--- src/rtl/rvb_clmul_seq.sv ---
// rvb_clmul_seq: multi-cycle carry-less multiplier for CLMUL / CLMULH / CLMULR.
// Retires BITS_PER_CYCLE multiplier bits per clock into a 64-bit accumulator,
// with a valid/ready handshake on both sides. A kill (pipeline flush) or a
// synchronous reset aborts the operation and returns the engine to IDLE.
// Optional feature macro: RVB_CLMUL_EARLY_EXIT_EN ends RUN as soon as the
// remaining multiplier bits are all zero.
module rvb_clmul_seq #(
   parameter int BITS_PER_CYCLE = 4
) (
   input  logic        clk,
   input  logic        rst,
   input  logic        kill,
   input  logic        in_valid,
   output logic        in_ready,
   input  logic [1:0]  op,
   input  logic [31:0] rs1,
   input  logic [31:0] rs2,
   output logic        out_valid,
   input  logic        out_ready,
   output logic [31:0] out_result,
   output logic        busy
);

   localparam int N = 32 / BITS_PER_CYCLE;
   localparam logic [5:0] CNT_LAST = 6'(N - 1);

   localparam logic [1:0] ST_IDLE = 2'd0;
   localparam logic [1:0] ST_RUN  = 2'd1;
   localparam logic [1:0] ST_DONE = 2'd2;

   localparam logic [1:0] OP_CLMUL  = 2'b01;
   localparam logic [1:0] OP_CLMULH = 2'b11;
   localparam logic [1:0] OP_CLMULR = 2'b10;

   logic [1:0]  state_q, state_d;
   logic [1:0]  op_q, op_d;
   logic [63:0] a_q, a_d;
   logic [31:0] b_q, b_d;
   logic [63:0] acc_q, acc_d;
   logic [5:0]  cnt_q, cnt_d;
   logic [31:0] res_q, res_d;
   logic        accept_s;
   logic        last_s;

   // One RUN step: xor in the shifted multiplicand for each set low multiplier bit.
   function automatic logic [63:0] acc_step(input logic [63:0] acc,
                                            input logic [63:0] a,
                                            input logic [31:0] b);
      logic [63:0] r;
      r = acc;
      for (int j = 0; j < BITS_PER_CYCLE; j++) begin
         if (b[j]) begin
            r = r ^ (a << j);
         end else begin
            r = r;
         end
      end
      return r;
   endfunction

   // Pick the 32-bit result window for the latched operation.
   function automatic logic [31:0] result_sel(input logic [1:0] o,
                                              input logic [63:0] acc);
      logic [31:0] r;
      case (o)
         OP_CLMUL:  r = acc[31:0];
         OP_CLMULH: r = acc[63:32];
         OP_CLMULR: r = acc[62:31];
         default:   r = 32'h0000_0000;
      endcase
      return r;
   endfunction

   assign in_ready  = (state_q == ST_IDLE) & ~rst;
   assign out_valid = (state_q == ST_DONE) & ~rst;
   assign busy      = (state_q != ST_IDLE) & ~rst;
   assign out_result = res_q;

   assign accept_s = in_valid & in_ready & ~kill;

   // Next-state and datapath update; kill overrides every transition.
   always_comb begin
      state_d = state_q;
      op_d    = op_q;
      a_d     = a_q;
      b_d     = b_q;
      acc_d   = acc_q;
      cnt_d   = cnt_q;
      res_d   = res_q;
      last_s  = 1'b0;
      case (state_q)
         ST_IDLE: begin
            if (accept_s) begin
               state_d = ST_RUN;
               op_d    = op;
               a_d     = {32'h0000_0000, rs1};
               b_d     = rs2;
               acc_d   = 64'h0;
               cnt_d   = 6'd0;
            end else begin
               state_d = ST_IDLE;
            end
         end
         ST_RUN: begin
            acc_d = acc_step(acc_q, a_q, b_q);
            a_d   = a_q << BITS_PER_CYCLE;
            b_d   = b_q >> BITS_PER_CYCLE;
            cnt_d = cnt_q + 6'd1;
`ifdef RVB_CLMUL_EARLY_EXIT_EN
            last_s = (cnt_q == CNT_LAST) | (b_d == 32'h0000_0000);
`else
            last_s = (cnt_q == CNT_LAST);
`endif
            if (last_s) begin
               state_d = ST_DONE;
               res_d   = result_sel(op_q, acc_d);
            end else begin
               state_d = ST_RUN;
            end
         end
         ST_DONE: begin
            if (out_ready) begin
               state_d = ST_IDLE;
            end else begin
               state_d = ST_DONE;
            end
         end
         default: begin
            state_d = ST_IDLE;
         end
      endcase
      if (kill) begin
         // Aborted transaction: no result is published.
         state_d = ST_IDLE;
         res_d   = res_q;
      end else begin
         state_d = state_d;
      end
   end

   // State and datapath registers with synchronous active-high reset.
   always_ff @(posedge clk) begin
      if (rst) begin
         state_q <= ST_IDLE;
         op_q    <= 2'b00;
         a_q     <= 64'h0;
         b_q     <= 32'h0000_0000;
         acc_q   <= 64'h0;
         cnt_q   <= 6'd0;
         res_q   <= 32'h0000_0000;
      end else begin
         state_q <= state_d;
         op_q    <= op_d;
         a_q     <= a_d;
         b_q     <= b_d;
         acc_q   <= acc_d;
         cnt_q   <= cnt_d;
         res_q   <= res_d;
      end
   end

endmodule
--- config.mk ---
export PLATFORM = sky130hd
export DESIGN_NAME = rvb_clmul_seq
export DESIGN_NICKNAME = d
export VERILOG_FILES = /design/src/rtl/rvb_clmul_seq.sv
export SDC_FILE = /design/constraint.sdc
export NUM_CORES = 1
export LEC_CHECK = 0
export CELL_PAD_IN_SITES_DETAIL_PLACEMENT = 0
export CELL_PAD_IN_SITES_GLOBAL_PLACEMENT = 1
export CORE_MARGIN = 2
export CORE_UTILIZATION = 39
export DETAILED_ROUTE_END_ITERATION = 16
export GPL_TIMING_DRIVEN = 0
export PLACE_DENSITY = 0.82
export RECOVER_POWER = 100
export SLEW_MARGIN = 20
export SYNTH_ARGS = -nofsm -noshare
export SYNTH_HDL_FRONTEND = slang
export SYNTH_SLANG_ARGS = --single-unit
--- constraint.sdc ---
create_clock -name clk -period 2 [get_ports clk]
set_input_delay 0.6 -clock clk [delete_from_list [all_inputs] [get_ports clk]]
set_output_delay 0.6 -clock clk [all_outputs]
set_load 0.01 [all_outputs]
==> metrics.yaml, run 1 <==
status: "finished with violations"
violations: "setup timing"
nNetsFinal: 1857
hold_buffers: 0
setup_viol: 4
synth.cell_area_um2: 12400
coreArea_um2: 31500
leakage_nw: 6.43
cap_viol_max_count: 0
hold_path.class: "in2reg"
grt_pass1_vias: 11441
ant_nets: 0
fillCellCount: 2919
skew_ns: 0.0216
place.gp.congestion: 0.937
tns_ns: -0.108
yosysWarnings: 0
seq_area_frac_synth_pct: 32.6
fin_worst_hold_slack_ns: 0.465
cp_top_family: "XOR/XNOR gates"
grt_pass1_wl_um: 64200
crit_path_end_kind: "flop"
critPathRequiredTime_ns: 2.37
critical_path_class: "reg2reg"
grt_max_degree: 20
cts_inserted_buffers: 24
ios: 106
cp_num_buf_inv: 2
cts_tree: "done"
setup_slack_ns: -0.0628
startpoint_type: "flop"
antenna_found_initial: 0
worstMarginPinSlew_ns: 0.773
fmax_mhz: 485
fp.dieW_um: 182
slew-limit-headroom_pct: 48.4
syn-num-nets: 1695
area_growth_pct: 32.2
worstPathMaxFanout: 8
finalCriticalPeriod_ns: 2.06
clk_pin_slew_ns: 0.06
crit_path_top_delay_cell: "dfxtp_4"
cpPeakStageDelay_ns: 0.39
overflow: 0
finalHoldViolCount: 0
clk_latency_ns: 0.53
num_vias: 12234
crit_top_cell: "buf_12"
grt_usage_pct: 24.6
syn_avg_cell_area_um2: 7.64
drt-wirelength-per-cell_um: 19.5
final-max-slew-violation-count: 0
wl_um: 43000
htreeDepth: 1
cp.depth: 8
syn-instance-count: 1623
rsz0062_at_grt: "true"
ys.flop_type: "dfxtp_1"
dieArea_um2: 33300
clock_path_buffers: 3
reg2reg_depth: 8
place.detailed.hpwl_um: 29800
whs_path_depth: 4
drive_gt1_share_pct: 18.6
initial_utilization_pct: 39.4
dr.pass1.iters: 5
finalCritPeriodShare_pct: 103
crit_chain: "buf_12, buf_12, nand2_4, xnor3_1, xnor2_2, mux2i_1, a2bb2oi_2, a211oi_1"
powerDensity_nw_per_um2: 659
postSynth.asyncResetShare_pct: 0
clock_sinks: 202
drt_iter0_drc: 1018
route.detailed.drc: 0
diodes: 0
ys_ff_latch: 202
ir_drop_uv: 508
vias_per_cell: 5.55
row_count: 65
cp.arrival_ns: 2.43
synth-edff-count: 0
portBuffers: 104
ys_types: 58
die_y_um: 182
preCtsSetupSlack_ns: -1.41
power_mw: 10.8
cts_root_buffer: "clkbuf_16"
kinds of logic (layout without fill, tap and decap cells):
family / count (synthesis) / in the layout / synth area share, %
AOI/OAI and AO/OA: 255 / 255 / 13.4
xor gates and xnor gates: 225 / 225 / 20.7
adders and majority gates: 1 / 1 / 0.101
buffers and inverters: 124 / 304 / 4.68
DFF: 202 / 202 / 32.6
muxes: 25 / 25 / 2.03
and+or+nand+nor: 791 / 791 / 26.4
tightest hold or removal path: stages:
cell,delay [ns]
buf_6,0.17
nor2_4,0.07
nand3_1,0.06
nand2_1,0.05
metal layers:
layer | part of all wire, % | vias to the layer above | global-route usage (%)
li1 | - | 5791 | -
met1 | 43 | 5922 | 32.9
met2 | 47 | 441 | 42.0
met3 | 6.5 | 80 | 2.57
met4 | 2.8 | 0 | 7.16
met5 | 0 | - | 0
layout by cell type, fill, tap and decap left out, types with 7 or more instances in the layout:
master and n:
nand3_1 55, xnor2_1 52, buf_6 11, a211oi_1 16, clkbuf_1 38, dfxtp_1 196
clkdlybuf4s50_1 69, a211oi_2 9, xnor2_2 83, clkbuf_4 10, nor4_1 53, xnor3_1 30
o21ai_0 43, nor2_1 316, nand2_1 302, clkbuf_2 42, dlygate4sd2_1 29, clkbuf_16 31
a21oi_1 69, nor3_1 8, buf_8 7, nand2_2 17, mux2i_1 23, a2bb2oi_2 11
buf_12 16, buf_4 24, a22oi_1 31, a2bb2oi_1 9, a31oi_1 24, xor2_1 41
xor2_2 16
per-stage QoR:
stage,area (µm²),utilization [%],instances
2_1_floorplan,12400,-,1623
3_3_place_gp,14000,44.3,2129
3_5_place_dp,14000,44.3,2129
4_1_cts,15400,49.0,2186
5_1_grt,16400,52.1,2205
6_report,16400,52.1,2205
synth_stat cells (all sizes together) (2+ instances only):
library cell,number,area (µm²)
o221a,4,45.0
a221oi,2,23.8
inv,3,11.3
or3,4,25.0
xnor3,31,698
a22oi,31,233
nor3,9,50.1
nor4,54,338
a311oi,6,58.8
o221ai,2,17.5
nand4,3,18.8
dfxtp,202,4040
nand2,326,1230
a211oi,25,188
o211a,3,30.0
xnor2,136,1350
nand2b,7,43.8
a31oi,24,150
a21oi,71,355
o21ai,50,250
nor4b,2,17.5
nand4b,3,26.3
nand3,56,280
mux2i,24,240
buf,37,254
a32oi,2,17.5
o22ai,2,12.5
o32ai,2,17.5
a2bb2oi,20,175
o22a,2,17.5
nor2b,2,12.5
nor2,320,1200
xor2,58,523
o21a,3,22.5
clkbuf,84,315
and2,2,12.5
registers in the layout (all words and copies together) (netlist names):
signal      count
state_q         2
op_q            2
a_q            64
cnt_q           6
b_q            32
out_result     32
acc_q          64
repair_timing:
item	in CTS	in global routing
buffers inserted	13	14
pin swaps	22	84
gates resized for setup	179	196
endpoints found under the setup margin	232	155
gates cloned	2	6
where the power goes:
part           total, mW  switching [mW]  leakage [nW]  internal (mW)
clock               4.75            1.84         0.416           2.91
combinational       1.75           0.990          4.37          0.760
sequential          4.31           0.167          1.64           4.15
total               10.8            3.00          6.43           7.82
worst paths after layout:
path / from / endpoint / slack (ns)
max: b_q[0] / out_result[26] / -0.06
min: rst / state_q[0] / 0.46
max reg2reg: b_q[0] / out_result[26] / -0.06
min reg2reg: b_q[28] / b_q[28] / 0.47
layout make-up:
| type | count | area, µm² | area share (%) |
|---|---|---|---|
| buffer | 119 | 911 | 5.55 |
| tap | 402 | 503 | 3.07 |
| sequential | 202 | 4060 | 24.7 |
| timing repair buffer | 138 | 1400 | 8.50 |
| inverter | 3 | 11.3 | 0.0686 |
| clock inverter | 11 | 158 | 0.961 |
| multi-input combinational | 1297 | 8680 | 52.9 |
| clock buffer | 33 | 686 | 4.18 |
Note: power is estimated with default switching activity, not from simulation.
==> inputs of run 2 (changes only) <==
CORE_UTILIZATION = 45   (was 39)
PLACE_DENSITY = 0.89   (was 0.82)
clock period = 2.53 ns   (was 2 ns; I/O delays follow)
==> metrics.yaml, run 2 (synthesis gave the netlist of run 1 again) <==
status: "completed"  # was finished with violations
finalCriticalPeriod_ns: 2.43  # was 2.06 ns
worstPathMaxFanout: 10  # was 8
r2r_slack_ns: 0.10  # was -0.06 ns
largestRegisters: "a_q (64), acc_q (64)"  # unchanged
cts_setup_buffers: 0  # was 13
cpPeakStageDelay_ns: 0.63  # was 0.39 ns
clock_sinks: 202  # unchanged
worstMarginPinSlew_ns: 0.833  # was 0.773 ns
clock_path_buffers: 3  # unchanged
setup_viol: 0  # was 4
slew-limit-headroom_pct: 44.3  # was 48.4%
drive_gt1_share_pct: 6.73  # was 18.6%
drt_iter0_drc: 1016  # was 1,018
startpoint: "state_q[1]"  # was b_q[0]
busiest_layer: "met2"  # unchanged
hold_buffers: 0  # unchanged
drt-wirelength-per-cell_um: 18.9  # was 19.5 µm
finalHoldViolCount: 0  # unchanged
startpoint_type: "flop"  # unchanged
dieArea_um2: 28900  # was 33,300 µm²
place_area_um2: 13900  # was 14,000 µm²
critical_path_class: "reg2reg"  # unchanged
fmax_mhz: 412  # was 485 MHz
grt_max_degree: 20  # unchanged
row_count: 60  # was 65
final_cell_area_um2: 14700  # was 16,400 µm²
rr_endpoint: "out_result[29]"  # was out_result[26]
place_inst: 2068  # was 2,129
final_common_cell: "nand2_1"  # was nor2_1
setup_slack_ns: 0.104  # was -0.0628 ns
route.detailed.drc: 0  # unchanged
reg2reg_depth: 5  # was 8
wl_um: 39800  # was 43,000 µm
clk_pin_slew_ns: 0.06  # about the same
grt_pass1_vias: 11492  # was 11,441
preCtsSetupSlack_ns: -1.09  # was -1.41 ns
cp.arrival_ns: 2.86  # was 2.43 ns
cp_top_family: "simple AND/OR/NAND/NOR gates"  # was XOR/XNOR gates
fin_util_pct: 54.5  # was 52.1%
htreeDepth: 1  # unchanged
coreArea_um2: 27000  # was 31,500 µm²
critPathRequiredTime_ns: 2.96  # was 2.37 ns
initial_utilization_pct: 45.9  # was 39.4%
portBuffers: 104  # unchanged
cts_root_buffer: "clkbuf_16"  # unchanged
antenna_found_initial: 0  # unchanged
ios: 106  # unchanged
mostFrequentLayoutCells: "nand2_1, nor2_1, dfxtp_1, xnor2_1, clkbuf_1"  # was nor2_1, nand2_1, dfxtp_1, xnor2_2
place.gp.congestion: 0.963  # was 0.937
fp.dieW_um: 170  # was 182 µm
cts_tree: "done"  # unchanged
cts_inserted_buffers: 24  # unchanged
timing.rr.start: "state_q[1]"  # was b_q[0]
overflow: 0  # unchanged
die_y_um: 170  # was 182 µm
clk_latency_ns: 0.53  # about the same
finalCritPeriodShare_pct: 95.9  # was 103%
ant_nets: 0  # unchanged
skew_ns: 0.0205  # was 0.0216 ns
grt_usage_pct: 27.2  # was 24.6%
crit_chain: "nand2b_1, buf_2, nor3_2, o21ai_0, a221oi_1"  # was buf_12, buf_12, nand2_4, xnor3_1, xnor2_2, mux2i_1, a2bb2oi_2, a211oi_1
endpoint: "out_result[29]"  # was out_result[26]
cp.depth: 5  # was 8
area_growth_pct: 18.8  # was 32.2%
place.detailed.hpwl_um: 29000  # was 29,800 µm
grtUsageMet2_pct: 45.7  # was 42.0%
grt_pass1_wl_um: 61800  # was 64,200 µm
final-max-slew-violation-count: 0  # unchanged
nNetsFinal: 1823  # was 1,857
crit_path_top_delay_cell: "nor3_2"  # was dfxtp_4
dr.pass1.iters: 6  # was 5
crit_path_end_kind: "flop"  # unchanged
cp_num_buf_inv: 1  # was 2
diodes: 0  # unchanged
ir_drop_uv: 528  # was 508 µV
vias_per_cell: 5.72  # was 5.55
powerDensity_nw_per_um2: 551  # was 659 nW/µm²
grt_util_met1_pct: 35.6  # was 32.9%
final_cells: 2108  # was 2,205
rsz0062_at_grt: "true"  # unchanged
fin_worst_hold_slack_ns: 0.471  # was 0.465 ns
cap_viol_max_count: 0  # unchanged
leakage_nw: 5.59  # was 6.43 nW
num_vias: 12054  # was 12,234
hold_path.class: "reg2reg"  # was in2reg
met3_usage_pct: 3.60  # was 2.57%
==> run 2: cell types whose count changed in the layout (fill, tap and decap cells not counted), moves of 11 or more <==
cell / before / now
a2bb2oi_1: 9 / 20
xnor2_2: 83 / 21
a2bb2oi_2: 11 / 0
nand2_1: 302 / 322
xor2_1: 41 / 56
xnor2_1: 52 / 115
buf_12: 16 / 0
dlygate4sd2_1: 29 / 3
clkbuf_1: 38 / 77
nand2_2: 17 / 3
dlygate4sd3_1: 0 / 32
xor2_2: 16 / 2
clkbuf_2: 42 / 16
buf_4: 24 / 6
==> run 2: metal layers <==
layer  wire, µm  share of wire [%]
met4       1440                3.6
met3       3130                7.9
met5          0                  0
met1      16900                 42
met2      18400                 46
==> run 2: power breakdown <==
| group | total, mW | leakage [nW] | internal [mW] | switching [mW] |
|---|---|---|---|---|
| logic | 1.11 | 3.56 | 0.417 | 0.696 |
| registers | 3.40 | 1.64 | 3.28 | 0.123 |
| clock network | 3.60 | 0.399 | 2.19 | 1.41 |
| total | 8.11 | 5.59 | 5.88 | 2.23 |
==> run 2: worst min-delay path by stage <==
stage | to | depth (start not counted) | startpoint
finish | b_q[29] | 2 | b_q[29]
global route | acc_q[24] | 2 | acc_q[24]
CTS | acc_q[61] | 2 | acc_q[61]
detailed placement | acc_q[61] | 2 | acc_q[61]
global placement | b_q[30] | 2 | b_q[30]
floorplan | acc_q[24] | 2 | acc_q[24]
==> run 2: layout make-up <==
cell class | count | area, µm²
buffer | 119 | 611
clock buffer | 34 | 689
sequential | 202 | 4040
timing repair buffer | 104 | 1040
fill | 2637 | 12300
multi-input combinational | 1297 | 7800
tap | 341 | 427
inverter | 3 | 11.3
clock inverter | 8 | 115
==> run 2: timing repair <==
action / 4_1_cts / 5_1_grt
resized for setup: 20 / 17
endpoints found under the setup margin: 158 / 63
pin swaps: 0 / 0
==> run 2: worst register-to-register path: stages (launching register included) <==
cell and delay, ns:
dfxtp_1 0.33, nand2b_1 0.28, buf_2 0.28, nor3_2 0.63, o21ai_0 0.47, a221oi_1 0.35
==> run 2: stage by stage <==
stage	setup TNS (ns)	power [mW]
3_5_place_dp	-124.04	4.56
5_1_grt	-0.000744	8.34
3_3_place_gp	-125.74	4.54
4_1_cts	0	8.12
6_report	0	8.11
2_1_floorplan	0	4.11
==> inputs of run 3 (changes only) <==
CTS_BUF_LIST = sky130_fd_sc_hd__clkbuf_2 sky130_fd_sc_hd__clkbuf_4 sky130_fd_sc_hd__clkbuf_8   (was not set)
==> metrics.yaml, run 3 (synthesis gave the netlist of run 1 again) <==
status: "completed"  # unchanged
place.detailed.hpwl_um: 29000  # unchanged
coreArea_um2: 27000  # unchanged
row_count: 60  # unchanged
route.detailed.drc: 0  # unchanged
fin_util_pct: 54.5  # about the same
mostFrequentLayoutCells: "nand2_1, nor2_1, dfxtp_1, xnor2_1, clkbuf_1"  # unchanged
cts_root_buffer: "clkbuf_8"  # was clkbuf_16
hold_buffers: 0  # unchanged
cpPeakStageDelay_ns: 0.57  # was 0.63 ns
finalHoldViolCount: 0  # unchanged
leakage_nw: 5.62  # was 5.59 nW
largestRegisters: "a_q (64), acc_q (64)"  # unchanged
cp_top_family: "simple AND/OR/NAND/NOR gates"  # unchanged
htreeDepth: 2  # was 1
slew-limit-headroom_pct: 44.5  # was 44.3%
critical_path_class: "reg2reg"  # unchanged
drt_iter0_drc: 944  # was 1,016
diodes: 0  # unchanged
dieArea_um2: 28900  # unchanged
worstMarginPinSlew_ns: 0.829  # was 0.833 ns
place.gp.congestion: 0.963  # unchanged
final_cells: 2132  # was 2,108
grt_pass1_vias: 11654  # was 11,492
finalCriticalPeriod_ns: 2.50  # was 2.43 ns
clk_pin_slew_ns: 0.06  # about the same
crit_path_end_kind: "flop"  # unchanged
grt_pass1_wl_um: 62100  # was 61,800 µm
tns_ns: 0  # unchanged
initial_utilization_pct: 45.9  # unchanged
grt_usage_pct: 27.5  # was 27.2%
vias_per_cell: 5.64  # was 5.72
crit_chain: "nor4b_1, nand2_1, nor3_2, buf_2, o21ai_0, o221a_2"  # was nand2b_1, buf_2, nor3_2, o21ai_0, a221oi_1
crit_path_top_delay_cell: "nor3_2"  # unchanged
overflow: 0  # unchanged
ant_nets: 0  # unchanged
hold_path.class: "reg2reg"  # unchanged
clk_latency_ns: 0.55  # was 0.53 ns
fp.dieW_um: 170  # unchanged
final_cell_area_um2: 14700  # about the same
nNetsFinal: 1836  # was 1,823
final-max-slew-violation-count: 0  # unchanged
cp.arrival_ns: 2.94  # was 2.86 ns
rsz0062_at_grt: "true"  # unchanged
portBuffers: 104  # unchanged
skew_ns: 0.0278  # was 0.0205 ns
num_vias: 12026  # was 12,054
cap_viol_max_count: 0  # unchanged
grt_max_degree: 20  # unchanged
critPathRequiredTime_ns: 2.97  # was 2.96 ns
cts_inserted_buffers: 37  # was 24
fmax_mhz: 399  # was 412 MHz
place_area_um2: 13900  # unchanged
antenna_found_initial: 0  # unchanged
clock_path_buffers: 3  # unchanged
drive_gt1_share_pct: 8.26  # was 6.73%
wl_um: 39800  # about the same
cts_tree: "done"  # unchanged
ios: 106  # unchanged
powerDensity_nw_per_um2: 540  # was 551 nW/µm²
place_inst: 2068  # unchanged
cp_num_buf_inv: 1  # unchanged
clock_sinks: 202  # unchanged
dr.pass1.iters: 5  # was 6
finalCritPeriodShare_pct: 98.9  # was 95.9%
drt-wirelength-per-cell_um: 18.7  # was 18.9 µm
area_growth_pct: 18.7  # was 18.8%
ir_drop_uv: 412  # was 528 µV
final_common_cell: "nand2_1"  # unchanged
setup_viol: 0  # unchanged
die_y_um: 170  # unchanged
startpoint_type: "flop"  # unchanged
worstPathMaxFanout: 10  # unchanged
## run 3: path summary, 6_finish.rpt
kind / start / endpoint / slack (ns) / cells after the start
worst max-delay path: cnt_q[2] / out_result[1] / 0.03 / 6
worst min-delay path: b_q[29] / b_q[29] / 0.47 / 2
worst max register to register: cnt_q[2] / out_result[1] / 0.03 / 6
worst min register to register: b_q[29] / b_q[29] / 0.47 / 2
## run 3: tightest hold or removal path: cells and delay by family, from the launching register on
family	cells	cell delay (ns)
flip-flops	1	0.31
AND/OR/NAND/NOR	1	0.06
AO/OA/AOI/OAI	1	0.05
## run 3: layout make-up
| cell class | count | area [µm²] |
|---|---|---|
| Buffer | 119 | 592 |
| Clock buffer | 62 | 797 |
| Clock inverter | 4 | 22.5 |
| Fill cell | 2646 | 12300 |
| Inverter | 3 | 11.3 |
| Multi-Input combinational cell | 1297 | 7800 |
| Sequential cell | 202 | 4040 |
| Tap cell | 341 | 427 |
| Timing Repair Buffer | 104 | 1040 |
## run 3: what timing repair did
| action | in CTS | in global routing |
|---|---|---|
| setup endpoints to repair | 158 | 59 |
| pin swaps | 0 | 0 |
| gates resized for setup | 20 | 18 |
| buffers inserted | 0 | 0 |
## run 3: power breakdown
group | internal [mW] | switching [mW]
combinational | 0.414 | 0.692
sequential | 3.28 | 0.122
clock | 1.98 | 1.46
## run 3: routing by layer
metal  global-route usage (%)  part of all wire (%)
met2                     45.1                    45
met1                     35.6                    42
met3                     4.30                   7.8
met5                        0                     0
met4                     12.5                   4.3
## run 3: metrics by stage
step	setup slack, ns	total power [mW]	hold slack (ns)
6_report	0.0267	7.95	0.473
5_1_grt	-0.0113	8.21	0.490
4_1_cts	0.0286	7.97	0.475
3_5_place_dp	-1.09	4.56	0.466
3_3_place_gp	-1.08	4.54	0.458
2_1_floorplan	0.180	4.11	0.446
